### config.mk
export PLATFORM = sky130hd
export DESIGN_NAME = pc_seq_ctrl
export DESIGN_NICKNAME = d
export VERILOG_FILES = /design/src/rtl/pc_seq_ctrl.sv
export SDC_FILE = /design/constraint.sdc
export NUM_CORES = 1
export LEC_CHECK = 0
export CAP_MARGIN = 10
export CORE_UTILIZATION = 25
export DETAILED_ROUTE_END_ITERATION = 10
export HOLD_SLACK_MARGIN = 0.05
export SETUP_SLACK_MARGIN = 0.5
export SYNTH_ARGS = -nofsm -noshare
export SYNTH_HDL_FRONTEND = slang
export SYNTH_SLANG_ARGS = --single-unit
### constraint.sdc
create_clock -name clk -period 2.38 [get_ports clk]
set_input_delay 0.476 -clock clk [delete_from_list [all_inputs] [get_ports clk]]
set_output_delay 0.476 -clock clk [all_outputs]
set_load 0.01 [all_outputs]
### src/rtl/pc_seq_ctrl.sv
// pc_seq_ctrl -- sequencing controller for the PC update unit.
//
// Each cycle it arbitrates, highest priority first, between a datapath stall,
// an illegal-opcode trap, an external interrupt and normal instruction flow.
// It drives the PC source select, squashes the current instruction on a trap,
// writes the exception return address into $26, and tracks handler mode so
// that nested interrupts are masked.
//
// Parameters:
//   IRQ_EDGE : 1 = rising-edge triggered interrupt latched as pending,
//              0 = level triggered (pending follows the synchronised level)
//   CNT_W    : width of the saturating trap counter
//
// Ports:
//   clk           clock
//   reset         synchronous, active-low reset
//   i_stall       datapath wait; hold the PC this cycle
//   i_instr_class decoded class: 0 SEQ, 1 BRANCH, 2 JUMP, 3 JR, 7 ILLEGAL
//   i_jr_tgt_k    bit 31 of the JR target register
//   i_pc          current PC
//   i_irq         asynchronous external interrupt request
//   o_pc_src      000 plus4, 001 branch, 010 jump, 011 jr, 100 ILLOP,
//                 101 XADR, 111 hold
//   o_squash      suppress register/memory writes of the current instruction
//   o_epc_we      write o_epc into $26 at this clock edge
//   o_epc         exception return address
//   o_irq_ack     one-cycle pulse when an interrupt is taken
//   o_in_handler  controller is in handler mode
//   o_dbl_fault   sticky: illegal opcode taken while in handler mode
//   o_trap_cnt    saturating count of taken traps
module pc_seq_ctrl #(
  parameter int IRQ_EDGE = 1,
  parameter int CNT_W    = 16
) (
  input  logic             clk,
  input  logic             reset,
  input  logic             i_stall,
  input  logic [2:0]       i_instr_class,
  input  logic             i_jr_tgt_k,
  input  logic [31:0]      i_pc,
  input  logic             i_irq,
  output logic [2:0]       o_pc_src,
  output logic             o_squash,
  output logic             o_epc_we,
  output logic [31:0]      o_epc,
  output logic             o_irq_ack,
  output logic             o_in_handler,
  output logic             o_dbl_fault,
  output logic [CNT_W-1:0] o_trap_cnt
);

  typedef enum logic {
    ST_NORMAL  = 1'b0,
    ST_HANDLER = 1'b1
  } state_t;

  localparam logic [2:0] CLS_BRANCH  = 3'd1;
  localparam logic [2:0] CLS_JUMP    = 3'd2;
  localparam logic [2:0] CLS_JR      = 3'd3;
  localparam logic [2:0] CLS_ILLEGAL = 3'd7;

  state_t           r_state;
  state_t           w_state_next;
  logic             r_irq_meta;
  logic             r_irq_s;
  logic             w_pend;
  logic             w_irq_ok;
  logic             w_take_ill;
  logic             w_take_irq;
  logic             w_take_trap;
  logic             r_dbl_fault;
  logic [CNT_W-1:0] r_trap_cnt;

  // Two-flop synchroniser for the asynchronous request; runs even during stall.
  always_ff @(posedge clk) begin
    if (!reset) begin
      r_irq_meta <= 1'b0;
      r_irq_s    <= 1'b0;
    end else begin
      r_irq_meta <= i_irq;
      r_irq_s    <= r_irq_meta;
    end
  end

  generate
    if (IRQ_EDGE != 0) begin : g_edge
      logic r_irq_s_d;
      logic r_pend;
      // A rise arriving in the same cycle as a take keeps the request pending.
      always_ff @(posedge clk) begin
        if (!reset) begin
          r_irq_s_d <= 1'b0;
          r_pend    <= 1'b0;
        end else begin
          r_irq_s_d <= r_irq_s;
          r_pend    <= (r_pend & ~w_take_irq) | (r_irq_s & ~r_irq_s_d);
        end
      end
      assign w_pend = r_pend;
    end else begin : g_level
      assign w_pend = r_irq_s;
    end
  endgenerate

  // Interrupts are refused in kernel space (pc[31]) and in handler mode,
  // and are never taken while reset is held.
  assign w_irq_ok    = w_pend & ~i_pc[31] & (r_state == ST_NORMAL) & reset;
  assign w_take_ill  = ~i_stall & (i_instr_class == CLS_ILLEGAL);
  assign w_take_irq  = ~i_stall & ~w_take_ill & w_irq_ok;
  assign w_take_trap = w_take_ill | w_take_irq;

  always_comb begin
    o_pc_src     = 3'b000;
    o_squash     = 1'b0;
    o_epc_we     = 1'b0;
    o_epc        = i_pc;
    o_irq_ack    = 1'b0;
    w_state_next = r_state;
    if (i_stall) begin
      o_pc_src = 3'b111;
    end else if (w_take_ill) begin
      o_pc_src     = 3'b100;
      o_squash     = 1'b1;
      o_epc_we     = 1'b1;
      // The supervisor bit is preserved; only the low 31 bits wrap.
      o_epc        = {i_pc[31], i_pc[30:0] + 31'd4};
      w_state_next = ST_HANDLER;
    end else if (w_take_irq) begin
      o_pc_src     = 3'b101;
      o_squash     = 1'b1;
      o_epc_we     = 1'b1;
      o_epc        = i_pc;  // interrupted instruction re-executes on return
      o_irq_ack    = 1'b1;
      w_state_next = ST_HANDLER;
    end else begin
      case (i_instr_class)
        CLS_BRANCH: o_pc_src = 3'b001;
        CLS_JUMP:   o_pc_src = 3'b010;
        CLS_JR:     o_pc_src = 3'b011;
        default:    o_pc_src = 3'b000;
      endcase
      // JR to a user-space target ends the handler.
      if (r_state == ST_HANDLER && i_instr_class == CLS_JR && !i_jr_tgt_k)
        w_state_next = ST_NORMAL;
    end
  end

  always_ff @(posedge clk) begin
    if (!reset) begin
      r_state     <= ST_NORMAL;
      r_dbl_fault <= 1'b0;
      r_trap_cnt  <= '0;
    end else begin
      r_state <= w_state_next;
      if (w_take_ill && r_state == ST_HANDLER)
        r_dbl_fault <= 1'b1;
      if (w_take_trap && !(&r_trap_cnt))
        r_trap_cnt <= r_trap_cnt + 1'b1;
    end
  end

  assign o_in_handler = (r_state == ST_HANDLER);
  assign o_dbl_fault  = r_dbl_fault;
  assign o_trap_cnt   = r_trap_cnt;

endmodule

# Yosys cells after proc, flatten, opt, wreduce, memory -nomap -nowiden
# Cells that the tools add are included.
dict set report op_classes {
  n_reduce_logical 9
  eq_ne 4
  bitwise_logic 16
  mux 14
  n_addsub 2
}
# operator count
set ops {}
lappend ops {{31-bit two-way mux} 2}
lappend ops {{31-bit by 3-bit adder with 31-bit output, second input constant} 1}
lappend ops {{16-bit by 1-bit adder with 16-bit output, second input constant} 1}
lappend ops {{16-bit AND reduction} 1}
lappend ops {{3-bit two-way mux} 3}
lappend ops {{1-bit AND} 8}
lappend ops {{1-bit two-way mux} 8}
lappend ops {{3-bit by 2-bit == test with 1-bit output, second input constant} 2}
lappend ops {{1-bit inverter} 6}
lappend ops {{2-bit case mux with 3 select lines} 1}
lappend ops {{1-bit logical AND} 4}
lappend ops {{3-bit by 1-bit == test with 1-bit output, second input constant} 1}
lappend ops {{3-bit == test, second input constant} 1}
lappend ops {{3-bit nonzero test} 1}
lappend ops {{1-bit logical NOT} 2}
lappend ops {{1-bit bitwise OR} 2}
lappend ops {{2-bit AND reduction} 1}
dict set report word_totals {
  wordCells 52
  in_bits 40
  output_inout_bits 56
  reg_bits 22
}

# Longest topological paths before layout
# Gate-level depths: netlist of the first run.
dict set report depth {
  depth_word 8
  ltp_mapped 6
  ltp_nobuf 5
}

# Worst setup path before layout of the first run
# No wires, ideal clock.
dict set report synth_timing {
  path_kind {input to output}
  start {input port i_pc[2]}
  end {output port o_epc[30]}
  setup_slack_ns 0.241
  n_path_buf 0
  required_time_ns 1.904
  arrival_ns 1.663
  path_stages 5
  path_cell_list {ha_1 > nand4b_1 > nor4_1 > nand4_1 > xnor2_1}
}
dict set report synth_via {
  elab_chain_len 3
}
# item line
set synth_lines {}
lappend synth_lines {{start: declaration} 40} ;# input logic [31:0] i_pc,
lappend synth_lines {{31-bit by 3-bit adder with 31-bit output} 126} ;# o_epc = {i_pc[31], i_pc[30:0] + 31'd4};
lappend synth_lines {{31-bit two-way mux} 121} ;# end else if (w_take_ill) begin
lappend synth_lines {{31-bit two-way mux} 119} ;# if (i_stall) begin
lappend synth_lines {{end: declaration} 45} ;# output logic [31:0] o_epc,
# Every way passes these cells.

# Worst setup path in the final report of the first run
dict set report layout_timing {
  start {input port i_pc[2]}
  end {output port o_epc[20]}
}
# The elaborated chain is that of the path after synthesis.

==> insert_results.sql, run 1 <==
INSERT INTO impl_metrics (metric_group, metric, value, unit) VALUES
('outcome', 'outcome', 'finished, final reports clean', ''),
('grt', 'first_pass_grt_wire_length', '10600', 'um'),
('yosys', 'netlist_area', '1760', 'um^2'),
('grt', 'grt-ovfl-total', '0', ''),
('yosys', 'synthesized_area_fraction_occupied_by_xor_and_xnor_cells', '0.139', ''),
('yosys', 'post_synth_mux_area_share', '0.0235', ''),
('setup_path', 'timing.critical_path.cells', 'buf_8 -> ha_4 -> nand4b_1 -> buf_6 -> nor2_4 -> buf_6 -> nand4_1 -> xnor2_2 -> buf_2', ''),
('yosys', 'synthesis.instances', '220', ''),
('setup_path', 'worst-r2r-cell-count', '7', ''),
('clock_network', 'clk_pin_slew_worst_paths', '0.08', 'ns'),
('yosys', 'yosysWarningCount', '0', ''),
('floorplanning', 'initial_core_util', '0.259', ''),
('setup_path', 'crit_path_frequent_cell', 'sky130_fd_sc_hd__buf_6', ''),
('floorplanning', 'core_area', '6790', 'um^2'),
('detailed_routing', 'drt_iter0_markers', '54', ''),
('yosys', 'synthSimpleGateAreaFrac', '0.383', ''),
('clock_network', 'cts-root-to-sink-buffers', '2', ''),
('power_and_ir_drop', 'ir_worst_vdd', '292', 'uV'),
('place', 'preCtsSetupSlack', '-0.691', 'ns'),
('timing', 'final.setup_skew', '0.00258', 'ns'),
('yosys', 'synth.distinct_cells', '45', ''),
('min_path', 'min_to', 'r_irq_s', ''),
('detailed_routing', 'drc', '0', ''),
('grt', 'antenna_found_initial', '0', ''),
('yosys', 'ys.flop_type', 'sky130_fd_sc_hd__dfxtp_1', ''),
('yosys', 'fraction_of_the_yosys_area_taken_by_sequential_cells', '0.250', ''),
('layout', 'fin_nets', '437', ''),
('timing', 'achievable-frequency', '447', 'MHz'),
('setup_path', 'path_class', 'in2out', ''),
('clock_network', 'cts-htree-levels', '1', ''),
('yosys', 'asyncSetResetFlopFracSynth', '0', ''),
('detailed_routing', 'antenna_left', '0', ''),
('timing', 'grt_setup_unrepaired', 'true', ''),
('detailed_routing', 'detail_route.wl_per_cell', '13.9', 'um'),
('detailed_routing', 'routed-wl-met2', '3410', 'um'),
('min_path', 'hp-class', 'reg2reg', ''),
('floorplanning', 'boundaryPins', '96', ''),
('power_and_ir_drop', 'leakagePower', '1.63', 'nW'),
('timing', 'slew_headroom', '0.695', ''),
('clock_network', 'clockRootBuffer', 'sky130_fd_sc_hd__clkbuf_8', ''),
('detailed_routing', 'detail_route.wirelength', '6800', 'um'),
('place', 'dp.final_hpwl', '4870', 'um'),
('yosys', 'syn_area_per_cell', '8.00', 'um^2'),
('setup_path', 'regToRegEndpoint', 'o_trap_cnt[3]', ''),
('floorplanning', 'dieHeight', '85.9', 'um'),
('setup_path', 'crit_slowest_cell', 'sky130_fd_sc_hd__xnor2_2', ''),
('power_and_ir_drop', 'power.density', '257', 'nW/um^2'),
('setup_path', 'arrival_time_of_the_worst_setup_path', '1.76', 'ns'),
('timing', 'finalMaxSlewViolations', '0', ''),
('yosys', 'synth_enable_flop_cells', '0', ''),
('detailed_routing', 'wl_met1', '2950', 'um'),
('detailed_routing', 'top_layer', 'met4', ''),
('timing', 'hold_violations', '0', ''),
('run', 'max_cap_violations', '0', ''),
('timing', 'timing.final.crit_period', '2.24', 'ns'),
('layout', 'layout-area-overhead-vs-synth', '116', '%'),
('layout', 'drive_above_1_share', '0.563', ''),
('detailed_routing', 'routed_via_density', '4.88', ''),
('timing', 'timing.final.ws_setup', '0.141', 'ns'),
('setup_path', 'rr_startpoint', 'o_in_handler', ''),
('detailed_routing', 'met3RoutedLength', '400', 'um'),
('timing', 'period_share', '0.941', ''),
('place', 'numPortBuffers', '91', ''),
('yosys', 'largest_family_of_logic_cells_by_synthesized_area', 'simple AND/OR/NAND/NOR gates', ''),
('clock_network', 'source_to_sink_clock_delay_at_the_later_pin_of_the_worst_skew_pair', '0.27', 'ns'),
('floorplanning', 'row_count', '30', ''),
('yosys', 'synthAdderAreaFrac', '0.0142', ''),
('clock_network', 'numCtsBuffers', '3', ''),
('grt', 'grt_pass1_vias', '2209', ''),
('timing', 'actual_slew_at_the_worst_max_slew_pin', '0.455', 'ns'),
('floorplanning', 'die_area', '7380', 'um^2');
cells in the final DEF, fill, tap and decap left out, types with 5 or more instances in the layout:
cell | synthesis | routed
sky130_fd_sc_hd__a21oi_1 | 14 | 12
sky130_fd_sc_hd__and2_1 | 5 | 5
sky130_fd_sc_hd__and3_1 | 7 | 6
sky130_fd_sc_hd__buf_2 | 2 | 42
sky130_fd_sc_hd__buf_4 | 4 | 63
sky130_fd_sc_hd__buf_6 | 0 | 34
sky130_fd_sc_hd__buf_8 | 0 | 5
sky130_fd_sc_hd__clkdlybuf4s50_1 | 0 | 25
sky130_fd_sc_hd__dfxtp_1 | 22 | 21
sky130_fd_sc_hd__dlygate4sd2_1 | 0 | 5
sky130_fd_sc_hd__inv_1 | 9 | 8
sky130_fd_sc_hd__nand2_1 | 19 | 13
sky130_fd_sc_hd__nand3_1 | 19 | 5
sky130_fd_sc_hd__nand3_2 | 0 | 10
sky130_fd_sc_hd__nand4_1 | 14 | 14
sky130_fd_sc_hd__nor2_1 | 8 | 5
sky130_fd_sc_hd__o21ai_0 | 6 | 6
sky130_fd_sc_hd__o31ai_1 | 6 | 6
sky130_fd_sc_hd__xnor2_1 | 25 | 6
sky130_fd_sc_hd__xnor2_2 | 0 | 19
worst max-delay path by stage:
stage | slack, ns | end | startpoint | cells after the start
3_5_place_dp | -0.69 | o_epc[26] | i_pc[2] | 8
3_3_place_gp | -0.67 | o_epc[30] | i_pc[2] | 8
4_1_cts | 0.14 | o_epc[30] | i_pc[3] | 8
5_1_grt | 0.04 | o_epc[20] | i_pc[2] | 9
6_report | 0.14 | o_epc[20] | i_pc[2] | 9
2_1_floorplan | 0.39 | o_epc[30] | i_pc[10] | 4
stage by stage:
step           instance area, um^2  setup TNS [ns]  total power, mW   util  std cells
6_report                      3810               0            0.979  0.560        490
5_1_grt                       3810               0             1.02  0.560        490
4_1_cts                       3560               0            0.967  0.525        480
3_5_place_dp                  3380          -19.22            0.704  0.498        457
3_3_place_gp                  3380          -18.56            0.704  0.498        457
2_1_floorplan                 1960               0            0.483      -        220
metal layers:
metal  up-vias  track usage
met5         -            0
li1       1170            -
met1      1124        0.223
met4         0       0.0379
met3         5       0.0221
met2        91        0.322
flip-flops by register name, indices dropped and copies added (netlist names):
name and count:
o_dbl_fault 1, g_edge.r_pend 1, o_in_handler 1, r_irq_meta 1
r_irq_s 1, o_trap_cnt 16, g_edge.r_irq_s_d 1
cells by family after synthesis:
group / Yosys count
and+or+nand+nor: 110
AOI/OAI and AO/OA: 36
xor gates and xnor gates: 28
DFF: 22
buffers and inverters: 18
muxes: 4
adders and majority gates: 2
power by group:
part / internal, mW / total, mW / switching, mW
logic: 0.187 / 0.327 / 0.140
clock network: 0.148 / 0.277 / 0.129
registers: 0.372 / 0.375 / 0.00257
total: 0.707 / 0.979 / 0.272
worst reg2reg max path, delay by kind of cell (launching register included):
kind | cells | cell delay (ns)
buffers and inverters | 3 | 0.39
flip-flops | 1 | 0.32
AND/OR/NAND/NOR | 2 | 0.82
AO/OA/AOI/OAI | 2 | 0.23
synth_stat cells, types with 2 or more instances:
library cell | number | area share
sky130_fd_sc_hd__and2_1 | 5 | 0.018
sky130_fd_sc_hd__o31ai_1 | 6 | 0.026
sky130_fd_sc_hd__nor3_1 | 4 | 0.011
sky130_fd_sc_hd__and3_1 | 7 | 0.025
sky130_fd_sc_hd__buf_2 | 2 | 0.0057
sky130_fd_sc_hd__nand2_1 | 19 | 0.041
sky130_fd_sc_hd__dfxtp_1 | 22 | 0.25
sky130_fd_sc_hd__o21ai_0 | 6 | 0.017
sky130_fd_sc_hd__mux2i_1 | 3 | 0.017
sky130_fd_sc_hd__or2b_1 | 2 | 0.0085
sky130_fd_sc_hd__xnor2_1 | 25 | 0.12
sky130_fd_sc_hd__clkbuf_1 | 3 | 0.0064
sky130_fd_sc_hd__or3_1 | 4 | 0.014
sky130_fd_sc_hd__nand4b_1 | 3 | 0.015
sky130_fd_sc_hd__and4_1 | 4 | 0.020
sky130_fd_sc_hd__xor2_1 | 3 | 0.015
sky130_fd_sc_hd__nor4_1 | 3 | 0.011
sky130_fd_sc_hd__nand4_1 | 14 | 0.050
sky130_fd_sc_hd__o41ai_1 | 2 | 0.010
sky130_fd_sc_hd__or4_1 | 5 | 0.021
sky130_fd_sc_hd__a21oi_1 | 14 | 0.040
sky130_fd_sc_hd__buf_4 | 4 | 0.017
sky130_fd_sc_hd__ha_1 | 2 | 0.014
sky130_fd_sc_hd__nor2_1 | 8 | 0.017
sky130_fd_sc_hd__inv_1 | 9 | 0.019
sky130_fd_sc_hd__nand4bb_1 | 2 | 0.013
sky130_fd_sc_hd__nand3b_1 | 2 | 0.0085
sky130_fd_sc_hd__nor4_2 | 2 | 0.014
sky130_fd_sc_hd__nand3_1 | 19 | 0.054
cell type report:
type | count | area [um^2] | share of cell area
multi-input combinational | 180 | 1650 | 0.434
tap | 96 | 120 | 0.0315
inverter | 9 | 33.8 | 0.00887
timing repair buffer | 179 | 1510 | 0.395
sequential | 22 | 442 | 0.116
clock buffer | 4 | 55.1 | 0.0145
what timing repair did:
item | 4_1_cts | 5_1_grt
setup buffers | 19 | 10
cloned | 0 | 0
endpoints found under the setup margin | 52 | 44
pin swaps | 56 | 35
gates resized for setup | 299 | 40
Power figures use the tool's default switching activity.
==> inputs of run 2 (changes only) <==
Settings changed: CORE_UTILIZATION 25 to 39, PLACE_DENSITY set to 0.81.
==> run 2 against run 1 <==
- the run now ends with negative setup slack left
- hold slack improved by 0.022 ns
- critical path depth is the same
- register-to-register slack worse by 0.10 ns
- global-route usage increased by 13 points
- power increased by 0.39%
- clock skew is 0.0012 ns higher
- flip-flop and latch count unchanged
- largest cell class unchanged
- largest power group unchanged
- highest routed layer unchanged
==> insert_results.sql, run 2 (synthesis results as in run 1) <==
INSERT INTO impl_metrics (metric_group, metric, value, unit) VALUES
('layout', 'layout_common_cells', 'sky130_fd_sc_hd__buf_4 (73), sky130_fd_sc_hd__buf_2 (39), sky130_fd_sc_hd__buf_6 (30)', ''),
('outcome', 'failed_checks', 'negative setup slack', ''),
('setup_path', 'rr_startpoint', 'o_trap_cnt[9]', ''),
('timing', 'hold_violations', '0', ''),
('power_and_ir_drop', 'power.switching', '300', 'uW'),
('detailed_routing', 'routed_via_density', '6.41', ''),
('timing', 'slew_headroom', '0.699', ''),
('timing', 'timing.final.ws_setup', '-0.00360', 'ns'),
('layout', 'instances_no_fill', '449', ''),
('floorplanning', 'boundaryPins', '96', ''),
('grt', 'globalRouteTotalUtil', '0.306', ''),
('clock_network', 'clock_tree_from_tritoncts', 'built', ''),
('layout', 'post-route-util', '0.886', ''),
('detailed_routing', 'drtPass1Iterations', '5', ''),
('setup_path', 'arrival_time_of_the_worst_setup_path', '1.91', 'ns'),
('setup_path', 'critPathCaptureType', 'output port', ''),
('timing', 'achievable-frequency', '420', 'MHz'),
('setup_path', 'setup.worst_path.start', 'i_pc[11]', ''),
('setup_path', 'critical_path.max_stage_delay', '0.23', 'ns'),
('run', 'max_cap_violations', '0', ''),
('power_and_ir_drop', 'ir_worst_vdd', '385', 'uV'),
('grt', 'first_pass_grt_wire_length', '12000', 'um'),
('clock_network', 'clockRootBuffer', 'sky130_fd_sc_hd__clkbuf_8', ''),
('power_and_ir_drop', 'cellInternalPower', '683', 'uW'),
('clock_network', 'numCtsBuffers', '3', ''),
('timing', 'actual_slew_at_the_worst_max_slew_pin', '0.451', 'ns'),
('clock_network', 'numClockSinks', '22', ''),
('power_and_ir_drop', 'sequentialPowerShare', '0.383', ''),
('setup_path', 'crit_family', 'buffers and inverters', ''),
('setup_path', 'crit_slowest_cell', 'sky130_fd_sc_hd__xnor2_1', ''),
('clock_network', 'source_to_sink_clock_delay_at_the_later_pin_of_the_worst_skew_pair', '0.27', 'ns'),
('setup_path', 'worst-r2r-cell-count', '5', ''),
('setup_path', 'setup_crit_start_kind', 'input pin', ''),
('power_and_ir_drop', 'clkPwrFrac', '0.236', ''),
('power_and_ir_drop', 'pwr-share-comb', '0.380', ''),
('layout', 'flip_flop_count_of_the_largest_register_all_copies_and_words_added', '16', ''),
('floorplanning', 'row_count', '24', ''),
('setup_path', 'path_class', 'in2out', ''),
('setup_path', 'critPathCapture', 'o_epc[30]', ''),
('place', 'dp.final_hpwl', '4840', 'um'),
('layout', 'drive_above_1_share', '0.574', ''),
('grt', 'grt_pass1_vias', '2403', ''),
('power_and_ir_drop', 'power.density', '255', 'nW/um^2'),
('detailed_routing', 'antenna_left', '0', ''),
('setup_path', 'regToRegEndpoint', 'o_trap_cnt[3]', ''),
('clock_network', 'cts_hold_buffers', '0', ''),
('floorplanning', 'core_area', '4350', 'um^2'),
('detailed_routing', 'drc', '0', ''),
('floorplanning', 'initial_core_util', '0.404', ''),
('setup_path', 'rrSetupSlack', '0.47', 'ns'),
('place', 'gp_congestion', '0.826', ''),
('clock_network', 'cts-root-to-sink-buffers', '2', ''),
('setup_path', 'worst-path-buf-inv', '5', ''),
('grt', 'grt_start_max_net_pins', '16', ''),
('floorplanning', 'chip_width', '69.2', 'um'),
('layout', 'fillerInstances', '185', ''),
('clock_network', 'clk_pin_slew_worst_paths', '0.08', 'ns'),
('min_path', 'hp-class', 'reg2reg', ''),
('timing', 'period_share', '1.00', ''),
('outcome', 'outcome', 'finished, violations left', ''),
('detailed_routing', 'drt_iter0_markers', '271', ''),
('layout', 'layout.cells.most_common', 'sky130_fd_sc_hd__buf_4', ''),
('layout', 'fin_nets', '441', ''),
('timing', 'final.setup_skew', '0.00380', 'ns'),
('place', 'dp.cells', '412', ''),
('power_and_ir_drop', 'leakagePower', '1.68', 'nW'),
('place', 'dpl-instance-area', '3320', 'um^2'),
('layout', 'layout-area-overhead-vs-synth', '119', '%'),
('min_path', 'min_from', 'r_irq_meta', ''),
('floorplanning', 'dieHeight', '69.2', 'um'),
('timing', 'grt_setup_unrepaired', 'true', ''),
('timing', 'setup_viol_count_final', '1', ''),
('detailed_routing', 'detail_route.wl_per_cell', '23.2', 'um'),
('floorplanning', 'die_area', '4780', 'um^2'),
('power_and_ir_drop', 'finalPower', '983', 'uW'),
('detailed_routing', 'detail_route.wirelength', '10400', 'um'),
('grt', 'antenna_found_initial', '0', ''),
('timing', 'tns', '-0.00360', 'ns'),
('setup_path', 'critical_path_peak_fanout', '4', ''),
('clock_network', 'cts-htree-levels', '1', ''),
('detailed_routing', 'route.vias.total', '2878', ''),
('layout', 'final_antenna_diode_count', '0', ''),
('power_and_ir_drop', 'p_sw_frac', '0.305', ''),
('timing', 'finalMaxSlewViolations', '0', ''),
('timing', 'timing.final.crit_period', '2.38', 'ns'),
('setup_path', 'worstPathRequired', '1.90', 'ns'),
('grt', 'grt-ovfl-total', '0', ''),
('layout', 'finished_cell_area', '3860', 'um^2'),
('setup_path', 'timing.critical_path.cells', 'buf_6 -> nand4_1 -> buf_4 -> nor4_4 -> buf_4 -> buf_6 -> nand4_1 -> xnor2_1 -> buf_2', ''),
('place', 'numPortBuffers', '91', ''),
('setup_path', 'crit_cells', '9', '');
## run 2: changes by cell type in the layout (fill, tap and decap cells not counted), moves of 4 or more
cell	change
sky130_fd_sc_hd__buf_6	-4
sky130_fd_sc_hd__dlygate4sd2_1	-4
sky130_fd_sc_hd__nand3_4	+7
sky130_fd_sc_hd__buf_4	+10
sky130_fd_sc_hd__nand3_2	-8
## run 2: power by group through the flow
stage | combinational (mW) | clock [mW] | sequential (mW)
floorplan | 0.0993 | 0 | 0.384
detailed placement | 0.318 | 0 | 0.384
finish | 0.374 | 0.232 | 0.377
global placement | 0.312 | 0 | 0.384
global route | 0.384 | 0.250 | 0.377
CTS | 0.317 | 0.228 | 0.376
## run 2: layer usage
layer  vias to the layer above  routed length (um)  global-route usage  share of wire
met5                         -                   0                   0              0
met4                         0                 742              0.0748          0.071
met3                        80                 961              0.0424          0.092
met2                       243                5010               0.567           0.48
met1                      1373                3700               0.369           0.36
li1                       1182                   -                   -              -
## run 2: layout make-up
cell class	count	area, um^2	area share
repair buffers	183	1540	0.399
multi-input cells	180	1740	0.450
clock buffers	3	41.3	0.0107
flip-flops and latches	22	442	0.114
well taps	52	65.1	0.0169
inverters	9	33.8	0.00876
## run 2: timing repair
action / in CTS / in global routing
setup buffers: 24 / 9
gates resized for setup: 320 / 43
pin swaps: 47 / 42
endpoints found under the setup margin: 51 / 42
gates cloned: 0 / 1
## run 2: worst min-delay path by stage
stage          endpoint  slack, ns  depth (start not counted)
2_1_floorplan   r_irq_s       0.41                          1
3_3_place_gp    r_irq_s       0.42                          1
3_5_place_dp    r_irq_s       0.43                          1
4_1_cts         r_irq_s       0.45                          1
5_1_grt         r_irq_s       0.50                          1
6_report        r_irq_s       0.46                          1
## run 2: metrics by stage
stage	setup slack [ns]	hold slack (ns)
2_1_floorplan	0.391	0.412
3_5_place_dp	-0.681	0.433
5_1_grt	-0.0485	0.496
4_1_cts	0.110	0.452
3_3_place_gp	-0.619	0.424
6_report	-0.00360	0.464
